File: src/rtl/axis_arb_pkg.sv
// Shared types and the round-robin scan used by the AXI-stream arbiter.
// Supports up to MAX_REQ requesters; the scan wraps modulo the live requester count.
package axis_arb_pkg;

  typedef enum logic {IDLE, GRANT} arb_state_t;

  localparam int unsigned MAX_REQ = 32;
  localparam int unsigned IDX_W   = 5;

  typedef struct packed {
    logic             found;
    logic [IDX_W-1:0] idx;
  } rr_pick_t;

  // Lowest index k >= ptr with req[k] set, wrapping modulo n_req.
  function automatic rr_pick_t rr_next_idx(input logic [MAX_REQ-1:0] req,
                                           input logic [IDX_W-1:0]   ptr,
                                           input int unsigned        n_req);
    rr_pick_t    pick;
    int unsigned k;
    pick = '0;
    for (int unsigned i = 0; i < MAX_REQ; i++) begin
      k = 32'(ptr) + i;
      if (k >= n_req) k = k - n_req;
      if (i < n_req && !pick.found && req[k[IDX_W-1:0]]) begin
        pick.found = 1'b1;
        pick.idx   = k[IDX_W-1:0];
      end
    end
    return pick;
  endfunction

endpackage

File: src/rtl/rr_priority_picker.sv
// Combinational round-robin picker: first requester at or after ptr, with wrap.
// N_REQ must be in 2..MAX_REQ.
module rr_priority_picker
  import axis_arb_pkg::*;
#(
  parameter int unsigned N_REQ = 4,
  localparam int unsigned IdxW = $clog2(N_REQ)
) (
  input  logic [N_REQ-1:0] req,
  input  logic [IdxW-1:0]  ptr,
  output logic [IdxW-1:0]  idx,
  output logic             found
);

  logic [MAX_REQ-1:0] req_ext;
  rr_pick_t           pick;

  always_comb begin
    req_ext              = '0;
    req_ext[N_REQ-1:0]   = req;
    pick                 = rr_next_idx(req_ext, IDX_W'(ptr), N_REQ);
    idx                  = IdxW'(pick.idx);
    found                = pick.found;
  end

endmodule

File: src/rtl/axis_rr_arbiter.sv
// Round-robin arbiter sharing one AXI-stream slave among N_REQ masters.
// Only the grant is registered; the granted channel is muxed combinationally.
module axis_rr_arbiter
  import axis_arb_pkg::*;
#(
  parameter int unsigned N_REQ      = 4,
  parameter int unsigned DATA_WIDTH = 32,
  parameter int unsigned MAX_BURST  = 16,
  localparam int unsigned IdxW = $clog2(N_REQ),
  localparam int unsigned CntW = $clog2(MAX_BURST + 1)
) (
  input  logic                        clock_i,
  input  logic                        reset_i,
  input  logic [N_REQ-1:0]            s_tvalid_i,
  input  logic [N_REQ*DATA_WIDTH-1:0] s_tdata_i,
  output logic [N_REQ-1:0]            s_tready_o,
  output logic                        m_tvalid_o,
  output logic [DATA_WIDTH-1:0]       m_tdata_o,
  input  logic                        m_tready_i,
  output logic                        grant_valid_o,
  output logic [IdxW-1:0]             grant_idx_o,
  output logic [CntW-1:0]             beat_cnt_o
);

  arb_state_t      state_q, state_d;
  logic [IdxW-1:0] ptr_q, ptr_d;
  logic [IdxW-1:0] grant_q, grant_d;
  logic [CntW-1:0] cnt_q, cnt_d;
  logic [IdxW-1:0] pick_idx;
  logic            pick_found;
  logic [IdxW-1:0] next_ptr;
  logic            last_beat;
  logic            hs;

  rr_priority_picker #(
    .N_REQ (N_REQ)
  ) u_picker (
    .req   (s_tvalid_i),
    .ptr   (ptr_q),
    .idx   (pick_idx),
    .found (pick_found)
  );

  // Explicit wrap keeps non-power-of-2 requester counts legal.
  assign next_ptr  = (grant_q == IdxW'(N_REQ - 1)) ? '0 : grant_q + 1'b1;
  assign last_beat = (cnt_q == CntW'(MAX_BURST - 1));
  assign hs        = m_tvalid_o & m_tready_i;

  always_ff @(posedge clock_i or negedge reset_i) begin
    if (!reset_i) begin
      state_q <= IDLE;
      ptr_q   <= '0;
      grant_q <= '0;
      cnt_q   <= '0;
    end else begin
      state_q <= state_d;
      ptr_q   <= ptr_d;
      grant_q <= grant_d;
      cnt_q   <= cnt_d;
    end
  end

  always_comb begin
    state_d = state_q;
    ptr_d   = ptr_q;
    grant_d = grant_q;
    cnt_d   = cnt_q;
    case (state_q)
      IDLE: begin
        if (pick_found) begin
          grant_d = pick_idx;
          cnt_d   = '0;
          state_d = GRANT;
        end
      end
      GRANT: begin
        // A dropped tvalid means no beat is pending, so releasing is AXI-safe.
        if (!s_tvalid_i[grant_q]) begin
          state_d = IDLE;
          ptr_d   = next_ptr;
        end else if (hs) begin
          cnt_d = cnt_q + 1'b1;
          if (last_beat) begin
            state_d = IDLE;
            ptr_d   = next_ptr;
          end
        end
      end
      default: state_d = IDLE;
    endcase
  end

  always_comb begin
    m_tvalid_o    = 1'b0;
    m_tdata_o     = '0;
    s_tready_o    = '0;
    grant_valid_o = (state_q == GRANT);
    grant_idx_o   = grant_q;
    beat_cnt_o    = cnt_q;
    if (state_q == GRANT) begin
      m_tvalid_o          = s_tvalid_i[grant_q];
      m_tdata_o           = s_tdata_i[grant_q*DATA_WIDTH +: DATA_WIDTH];
      s_tready_o[grant_q] = m_tready_i;
    end
  end

endmodule

File: config.mk
export PLATFORM = sky130hd
export DESIGN_NAME = axis_rr_arbiter
export DESIGN_NICKNAME = d
export VERILOG_FILES = /design/src/rtl/axis_arb_pkg.sv /design/src/rtl/rr_priority_picker.sv /design/src/rtl/axis_rr_arbiter.sv
export SDC_FILE = /design/constraint.sdc
export NUM_CORES = 1
export LEC_CHECK = 0
export ABC_AREA = 0
export BUFFER_PORTS_ARGS = -buffer_cell sky130_fd_sc_hd__buf_2
export CORE_ASPECT_RATIO = 0.9
export CORE_MARGIN = 10
export CORE_UTILIZATION = 38
export CTS_CLUSTER_DIAMETER = 40
export DETAILED_ROUTE_END_ITERATION = 6
export GPL_ROUTABILITY_DRIVEN = 0
export GPL_TIMING_DRIVEN = 0
export PLACE_DENSITY = 0.8
export SYNTH_ARGS = -nofsm -noshare
export SYNTH_HDL_FRONTEND = slang
export SYNTH_SLANG_ARGS = --single-unit
File: constraint.sdc
create_clock -name clock_i -period 3 [get_ports clock_i]
set_input_delay 0 -clock clock_i [delete_from_list [all_inputs] [get_ports clock_i]]
set_output_delay 0 -clock clock_i [all_outputs]
set_load 0.05 [all_outputs]
## Word-level counts from Yosys, hierarchy flattened

Index checks and enable logic that the tools add are counted.

- Flip-flop bits (word level): 10
- Input bits: 135
- Output and inout bits: 45
- Logic and storage cells: 80

- Add/sub/neg operators: 9
- Order comparisons: 10
- Equal/unequal tests: 7
- Shift operators: 1
- Muxes and demuxes: 36
- Bitwise gates (word level): 3
- Reductions and logical operators: 10

Operators by type and width:

| kind | number |
|---|---|
| 128-bit by 8-bit indexed part select with 32-bit output | 1 |
| 32-bit by 3-bit greater-or-equal comparator with 1-bit output, second input constant | 3 |
| 5-bit 2-to-1 mux | 7 |
| 32-bit 2-to-1 mux | 1 |
| 5-bit by 6-bit < comparator with 1-bit output, second input constant | 4 |
| 6-bit 2-to-1 mux | 4 |
| 1-bit binary-select mux with 5-bit select | 4 |
| 5-bit by 3-bit subtractor with 5-bit output, second input constant | 3 |
| 1-bit 2-to-1 mux | 11 |
| 5-bit case mux with 2 select lines | 1 |
| 2-bit 2-to-1 mux | 4 |
| 2-bit by 2-bit adder with 3-bit output, second input constant | 2 |
| 2-bit by 1-bit inequality test with 1-bit output, second input constant | 3 |
| 3-bit AND reduction | 2 |
| 5-bit by 1-bit adder with 5-bit output, second input constant | 1 |
| 5-bit by 4-bit == test with 1-bit output, second input constant | 1 |
| 4-bit AND | 1 |
| 1-bit logical AND | 4 |
| 4-bit 2-to-1 mux | 1 |
| 2-bit inequality test, second input constant | 2 |
| 2-bit by 3-bit subtractor with 4-bit output, second input constant | 1 |
| 2-bit by 1-bit adder with 3-bit output, second input constant | 1 |
| 2-bit by 3-bit greater-or-equal comparator with 1-bit output, second input constant | 1 |
| 1-bit zero test | 3 |
| 10 further kinds | 10 |

## Longest topological paths before layout

Gate-level depths: netlist of the first run.

- Depth in word-level cells: 16
- Gate-level depth with buffers: 8
- Gate-level depth less buffers: 7

## Hierarchy

Synthesis of the first run repeated with hierarchy kept, for this count alone.

- Cells, all modules: 169
- Area total of the unflattened synthesis: 1,865.5 µm²

By module, submodules not included:

| module | times used | cells an instance | area each (µm²) | seq. area each (µm²) |
|---|---|---|---|---|
| axis_rr_arbiter | 1 | 130 | 1,555.2 | 250.2 |
| rr_priority_picker | 1 | 39 | 310.3 | 0.0 |

## Worst setup path before layout of the first run

Ideal clock, no wire load.

- Path type: reg2reg
- Start point: register ptr_q[0]
- End point: register cnt_q[0] (netlist: beat_cnt_o[0])
- Library setup time: 0.139 ns
- Arrival: 1.972 ns
- Data required time: 2.861 ns
- Setup slack: 0.890 ns
- Cell stages (with the launch flop): 9
- Path buffers: 1
- Clock period less this slack: 2.110 ns
- Path through: dfrtp_1 buf_6 inv_1 ha_1 a21boi_0 a22oi_4 a41oi_4 nand3b_1 o21ai_2

- Word-level cells in the longest chain between the ends: 16
- Elaborated cells between the ends (all ways): 35
- Those cells by class: add/sub (7); order compare (4); eq/ne (1); mux (16); reduce/logical (7)

RTL lines:

| element | RTL line | source |
|---|---|---|
| start, declared | axis_rr_arbiter.sv:26 | `logic [IdxW-1:0] ptr_q, ptr_d;` |
| start signal, assigned | axis_rr_arbiter.sv:57 | `ptr_q <= ptr_d;` |
| branches (longest 13 deep; another with 32-bit by 3-bit greater-or-equal comparator with 1-bit output) | n/a |  |
| 6-bit 2-to-1 mux * | axis_arb_pkg.sv:25 | `if (i < n_req && !pick.found && req[k[IDX_W-1:0]]) begin` |
| 2-bit by 1-bit inequality test with 1-bit output (no source line) * | n/a |  |
| 3-bit AND reduction (no source line) * | n/a |  |
| end signal, assigned | axis_rr_arbiter.sv:59 | `cnt_q <= cnt_d;` |
| end, declared | axis_rr_arbiter.sv:28 | `logic [CntW-1:0] cnt_q, cnt_d;` |

Mark *: on every way between the ends. The select of a mux whose other input is x is not followed.
A chain may end at the register's enable or synchronous reset.

## Worst setup path after layout of the first run

- Start point: register ptr_q[0]
- End point: register grant_q[0] (netlist: grant_idx_o[0])

- Word-level cells in the longest chain between the ends: 15
- Elaborated cells between the ends (all ways): 34
- Those cells by class: add/sub (7); order compare (4); mux (16); reduce/logical (7)

RTL lines:

| element | RTL line | source |
|---|---|---|
| branches (longest 13 deep; another with 32-bit by 3-bit greater-or-equal comparator with 1-bit output) | n/a |  |
| 6-bit 2-to-1 mux * | axis_arb_pkg.sv:25 |  |
| 2-bit AND reduction (no source line) | n/a |  |
| end signal, assigned | axis_rr_arbiter.sv:58 | `grant_q <= grant_d;` |
| end, declared | axis_rr_arbiter.sv:27 | `logic [IdxW-1:0] grant_q, grant_d;` |

Marked as above.

==> results.md, run 1 <==
- Number of top-level pins: 180
- Antenna diodes: 0
- Final Non-Filler Cells: 419
- Maximum number of pins on one net before global-route repair: 11
- Layout cells sized above 1: 65.8%
- Average wire per standard cell: 20.5 um
- Count of input and output buffers: 179
- Count of yosys warnings during synthesis: 0
- Syn_area_per_cell: 11.2 um2
- Net count after synthesis: 315
- CORE AREA: 4860 um2
- Top cells by area, synth: sky130_fd_sc_hd__mux4_2 (40%), sky130_fd_sc_hd__dfrtp_1 (13%), sky130_fd_sc_hd__and2_1 (11%)
- Starting Density: 39.2%
- Die boundary height: 87.2 um
- Cell type with the highest aggregate area in the netlist: sky130_fd_sc_hd__mux4_2
- Synthesized area: 1910 um2
- Detailed Route WL: 8570 um
- Most common cell after layout, fill and taps aside: sky130_fd_sc_hd__buf_2
- Global routing usage summed across all routing layers: 18.9%
- # placed instances: 414
- Data required, critical path: 3140 ps
- Type of the tightest min-delay check: primary input to register
- Final count of hold timing violations: 0
- Worst Tran Pin Value: 586 ps
- Most frequent cells in the layout: sky130_fd_sc_hd__buf_2 (183), sky130_fd_sc_hd__mux4_2 (34), sky130_fd_sc_hd__and2_1 (33), sky130_fd_sc_hd__ha_1 (10), sky130_fd_sc_hd__dfrtp_1 (10)
- Skew final: 3.59 ps
- Launch instance of the worst min-delay path: m_tready_i
- Setup repair after global routing missed its margin: no
- Number of library cell types mapped by synthesis: 41
- Sort of element at the start of the critical path: register
- Critical register-to-register path startpoint: ptr_q[0]
- Initial antenna violation count: 0
- Max-capacitance violation count: 0
- First-pass GRT wire length: 12500 um
- Vias in the first global route: 2398
- Clock latency at the later pin of the worst-skew pair: 240 ps
- Filler instances: 439
- Area share of the leading cell type in the synthesized netlist: 40.2%
- Peak supply drop: 0.000578 V
- CP max FO: 10
- Post-route minimum period: 2410 ps
- Total CTS buffers: 3
- Total via count after detailed routing: 2266
- TritonCTS clock tree: yes
- Number of iterations in the first detailed-routing pass: 4
- Total power divided by cell area: 1160 nW/um2
- Master cell of the clock root buffer: sky130_fd_sc_hd__clkbuf_8
- Maximum operating frequency: 414 MHz
- Post-detailed-route DRC marker count: 0
- H-tree lvl count: 1
- Post-detailed-route count of antenna-violating nets: 0
- Number of slew-limit violations in the final report: 0
- Mean number of vias per cell: 5.41
- Leakage power of the design: 1.52 nW
- Resize count post-CTS: 0
- Register bit total from synthesis: 10
- Synthesized instance count: 170
- Clock-pin slew on the worst setup and hold paths: 50 ps
- Detail Placement HPWL: 7570 um
- Die boundary width: 94.7 um
- Outcome: completed
- Clk sinks: 10
- GRT Residual Overflow: 0
- Final Net Count: 500
- Setup Viol. Count Final: 0
- Area delta synth->final: 54.7%
- Sum Neg Setup Slack: 0 ps
- Class of the most critical setup path: register to register
- Sequential share of the synthesized area: 13.1%
- Max Root-Sink Buffers: 2
- Post-CTS setup-driven buffer insertion count: 0
- CP Capture Type: register
- Detailed router's first-iteration violation count: 132
- Critical Path Start: ptr_q[0]
- Row count: 24
- Ratio of final minimum period to clock period: 80.4%
- Headroom to the max-slew limit: 60.9%
- Die Area: 8260 um2
- Endpoint arrival time on the critical path: 2560 ps
## power by group
| part | leakage [nW] | total [mW] | switching [mW] | internal, mW |
|---|---|---|---|---|
| clock network | 0.0288 | 0.168 | 0.0523 | 0.115 |
| registers | 0.128 | 0.229 | 0.0477 | 0.182 |
| logic | 1.36 | 3.04 | 1.97 | 1.06 |
## per-stage QoR
| step | hold slack [ps] | setup slack (ps) | utilization (%) | cell area (um2) | power [mW] |
|---|---|---|---|---|---|
| floorplan | -296 | 890 | - | 1910 | 2.62 |
| global placement | -133 | 641 | 59.3 | 2880 | 3.24 |
| detailed placement | -132 | 591 | 59.3 | 2880 | 3.29 |
| CTS | 152 | 578 | 60.6 | 2950 | 3.46 |
| global route | 180 | 366 | 60.6 | 2950 | 3.65 |
| finish | 157 | 587 | 60.6 | 2950 | 3.43 |
## cell families (layout without fill, tap and decap cells)
kind of cell             count (synthesis)  after routing  synth area share (%)
AO/OA/AOI/OAI                           21             21                  9.78
XOR/XNOR                                 2              2                 0.919
adder cells (fa/ha/maj)                 10             10                  6.56
buffers and inverters                   20            204                  4.99
flip-flops                              10             10                  13.1
multiplexers                            38             38                  43.4
AND/OR/NAND/NOR                         69             69                  21.2
## path summary, 6_finish.rpt
path	endpoint	slack, ps	cells past startpoint
min in group asynchronous	ptr_q[0]	170	2
setup reg to reg	grant_idx_o[0]	590	8
max in group asynchronous	grant_idx_o[1]	2640	2
hold / removal	grant_valid_o	160	3
hold reg to reg	beat_cnt_o[0]	540	1
setup / recovery	grant_idx_o[0]	590	8
## layout make-up
type | instances | area (um2) | area share [%]
Buffer | 15 | 76.3 | 2.59
Sequential cell | 10 | 250 | 8.49
Multi-Input combinational cell | 140 | 1560 | 52.9
Tap cell | 65 | 81.3 | 2.76
Clock buffer | 4 | 55.1 | 1.87
Timing Repair Buffer | 180 | 906 | 30.7
Inverter | 5 | 18.8 | 0.636
## synthesized netlist by cell type (all sizes together)
library cell / count
a41oi: 1
a22oi: 1
nor3: 3
nor2: 8
a21boi: 2
a221oi: 1
o21ai: 5
o311ai: 1
buf: 8
ha: 10
or2b: 2
and3: 7
nand3b: 1
nor2b: 3
nand2b: 1
dfrtp: 10
and2: 33
nand3: 2
nand2: 7
o22ai: 1
mux4: 35
inv: 5
o221ai: 1
a221o: 1
nand4: 1
a31o: 1
xor2: 2
mux2i: 1
a2111oi: 1
a211oi: 1
mux2: 2
or3: 1
a21oi: 4
clkbuf: 7
## worst max-delay path: stages, from the launching register on
cell and delay (ps):
sky130_fd_sc_hd__dfrtp_1 460, sky130_fd_sc_hd__buf_6 180, sky130_fd_sc_hd__inv_1 80, sky130_fd_sc_hd__ha_1 380, sky130_fd_sc_hd__a21boi_0 440, sky130_fd_sc_hd__a22oi_4 150, sky130_fd_sc_hd__a41oi_4 370, sky130_fd_sc_hd__nor2_1 80
sky130_fd_sc_hd__a221oi_2 180
## flip-flops by register name, indices dropped and copies added, names as in the netlist
signal         cells
beat_cnt_o         5
grant_idx_o        2
grant_valid_o      1
ptr_q              2
## layer usage
metal / GRT usage, % / wire (um) / vias up
met2: 35.2 / 4620 / 121
met4: 3.53 / 85 / 0
met1: 21.6 / 3060 / 1103
met3: 4.14 / 809 / 11
met5: 0 / 0 / -
li1: - / - / 1031
## timing repair
action / in CTS / in global routing
setup endpoints to repair: 0 / 0
endpoints found under the hold margin: 10 / 0
hold buffers: 1 / 0
No activity file was read; power rests on OpenSTA's default activity.
==> run 2, diff against run 1 <==
==> constraint.sdc (replaced) <==
create_clock -name clock_i -period 2.4 [get_ports clock_i]
set_input_delay 0 -clock clock_i [delete_from_list [all_inputs] [get_ports clock_i]]
set_output_delay 0 -clock clock_i [all_outputs]
set_load 0.05 [all_outputs]
==> run 2 against run 1 <==
  * Register-to-register slack got worse by 390 ps
  * Non-clock buffer count unchanged
  * Clock skew about the same
  * Via count increased by 0.49%
  * Global-route usage unchanged
  * Final cell count unchanged
  * Routed wire length increased by 0.87%
  * Die area unchanged
  * Critical endpoint unchanged
  * Largest cell class unchanged
==> results.md, run 2 (same netlist as run 1, synthesis figures left out) <==
- Outcome: completed
- Maximum number of pins on one net before global-route repair: 11 (unchanged)
- Leakage power of the design: 1.53 nW (+0.46%)
- Terminus of the critical flop-to-flop path: grant_idx_o[0]
- Setup Viol. Count Final: 0 (unchanged)
- Type of the tightest min-delay check: primary input to register
- Most frequent cells in the layout: sky130_fd_sc_hd__buf_2 (183), sky130_fd_sc_hd__mux4_2 (34), sky130_fd_sc_hd__and2_1 (33), sky130_fd_sc_hd__ha_1 (10), sky130_fd_sc_hd__dfrtp_1 (10)
- Post-detailed-route count of antenna-violating nets: 0 (unchanged)
- Class of the most critical setup path: register to register
- Register-to-Register Path Depth: 8 (unchanged)
- Area delta synth->final: 55.0%
- Post-route minimum period: 2210 ps (-206 ps)
- Layout cells sized above 1: 66.7% (+0.85 points)
- Max Root-Sink Buffers: 2 (unchanged)
- Data required, critical path: 2540 ps (-600 ps)
- FF/Latch Area: 250 um2 (unchanged)
- Ratio of final minimum period to clock period: 92.0% (+12 points)
- Worst Tran Pin Value: 502 ps (-84.4 ps)
- Final Util: 60.8% (+0.13 points)
- Sort of element at the start of the critical path: register
- Detail Placement HPWL: 7570 um (unchanged)
- Peak supply drop: 0.000722 V (+25%)
- Detailed router's first-iteration violation count: 127 (-3.8%)
- Number of iterations in the first detailed-routing pass: 4 (unchanged)
- Row count: 24 (unchanged)
- Final count of hold timing violations: 0 (unchanged)
- Global routing usage summed across all routing layers: 18.9% (unchanged)
- Starting Density: 39.2% (unchanged)
- TritonCTS clock tree: yes
- Master cell of the clock root buffer: sky130_fd_sc_hd__clkbuf_8
- Area used by multi-input combinational logic: 1570 um2 (+0.24%)
- Die Area: 8260 um2 (unchanged)
- Total CTS buffers: 3 (unchanged)
- Total via count after detailed routing: 2277 (+0.49%)
- Maximum operating frequency: 453 MHz (+9.3%)
- Final Net Count: 500 (unchanged)
- Number of slew-limit violations in the final report: 0 (unchanged)
- CORE AREA: 4860 um2 (unchanged)
- Vias in the first global route: 2398 (unchanged)
- First-pass GRT wire length: 12500 um (unchanged)
- Largest incremental delay on the critical path: 450 ps (about the same)
- Setup slack of the worst register-to-register path: 190 ps (-390 ps)
- Post-detailed-route DRC marker count: 0 (unchanged)
- Most common cell after layout, fill and taps aside: sky130_fd_sc_hd__buf_2
- Endpoint arrival time on the critical path: 2350 ps (-210 ps)
- Critical register-to-register path startpoint: ptr_q[0]
- Launch instance of the worst min-delay path: m_tready_i
- Antenna diodes: 0 (unchanged)
- Largest register FFs: 5 (unchanged)
- Detailed Route WL: 8650 um (+0.87%)
- Die boundary width: 94.7 um (unchanged)
- H-tree lvl count: 1 (unchanged)
- Crit path max-delay cell type: sky130_fd_sc_hd__dfrtp_1
- Filler instances: 436 (-0.68%)
- Headroom to the max-slew limit: 65.7% (+4.8 points)
- Count of input and output buffers: 179 (unchanged)
- Number of top-level pins: 180 (unchanged)
- Clock-pin slew on the worst setup and hold paths: 50 ps (about the same)
- Hold Path End: grant_valid_o
- Initial antenna violation count: 0 (unchanged)
- CP max FO: 10 (unchanged)
- Mean number of vias per cell: 5.43 (+0.49%)
- Critical Path Start: ptr_q[0]
- CP Capture Type: register
- Skew final: 3.60 ps (+0.00966 ps)
- GRT Residual Overflow: 0 (unchanged)
- Clock latency at the later pin of the worst-skew pair: 240 ps (about the same)
- Max-capacitance violation count: 0 (unchanged)
- Cell count of the worst hold path: 3 (unchanged)
- Total power divided by cell area: 1460 nW/um2 (+25%)
- Cell breakdown of the critical path: buf_6 -> inv_1 -> ha_1 -> a21boi_2 -> a22oi_4 -> a41oi_4 -> nor2_1 -> a221oi_2
- Average wire per standard cell: 20.6 um (+0.87%)
- Die boundary height: 87.2 um (unchanged)
- Sum Neg Setup Slack: 0 ps (unchanged)
- Clk sinks: 10 (unchanged)
-- run 2: cell types whose count changed in the layout (fill, tap and decap cells not counted) --
| cell | previous run | this run |
|---|---|---|
| sky130_fd_sc_hd__clkbuf_2 | 0 | 2 |
| sky130_fd_sc_hd__a21boi_0 | 2 | 1 |
| sky130_fd_sc_hd__a21boi_2 | 0 | 1 |
| sky130_fd_sc_hd__clkbuf_1 | 7 | 5 |
-- run 2: layout make-up --
class	count	share of cell area, %
multi-input combinational	140	53.0
timing repair buffer	180	30.7
sequential	10	8.47
tap	65	2.75
buffer	15	2.67
clock buffer	4	1.86
inverter	5	0.635
-- run 2: routing by layer --
metal  vias up  track usage (%)  share of wire, %
met3        11             4.14                10
met5         -                0                 0
met1      1104             21.6                35
met2       132             35.2                54
li1       1030                -                 -
met4         0             3.53              0.98
-- run 2: metrics by stage --
| step | total power, mW | cells | area, um2 | setup slack (ps) | hold slack [ps] |
|---|---|---|---|---|---|
| 3_3_place_gp | 4.05 | 414 | 2880 | 40.5 | -133 |
| 6_report | 4.31 | 419 | 2960 | 192 | 164 |
| 2_1_floorplan | 3.27 | 170 | 1910 | 290 | -296 |
| 5_1_grt | 4.58 | 419 | 2960 | -6.61 | 180 |
| 3_5_place_dp | 4.11 | 414 | 2880 | -9.43 | -132 |
| 4_1_cts | 4.33 | 419 | 2950 | 20.1 | 152 |
-- run 2: timing repair --
action / 4_1_cts / 5_1_grt
endpoints found under the setup margin: 1 / 22
resized for setup: 1 / 5
cloned: 0 / 0
hold buffers: 1 / 0
endpoints found under the hold margin: 10 / 0
setup buffers: 0 / 0
pin swaps: 0 / 0
-- run 2: where the power goes --
group | switching, mW | internal (mW)
Combinational | 2.48 | 1.34
Clock | 0.0653 | 0.144
Sequential | 0.0595 | 0.227
Total | 2.60 | 1.71
-- run 2: worst max-delay path by stage --
stage	to	cells past startpoint	slack [ps]
detailed placement	grant_idx_o[0]	8	-9
finish	grant_idx_o[0]	8	190
CTS	m_tdata_o[0]	5	20
global route	grant_idx_o[0]	8	-7
floorplan	beat_cnt_o[0]	8	290
global placement	grant_idx_o[0]	8	40
-- run 2: worst max-delay path: cells and delay by family, from the launching register on --
family,cells,cell delay (ps)
compound gates,4,940
flops,1,450
fa+ha+maj,1,380
buf+inv,2,260
simple gates,1,80
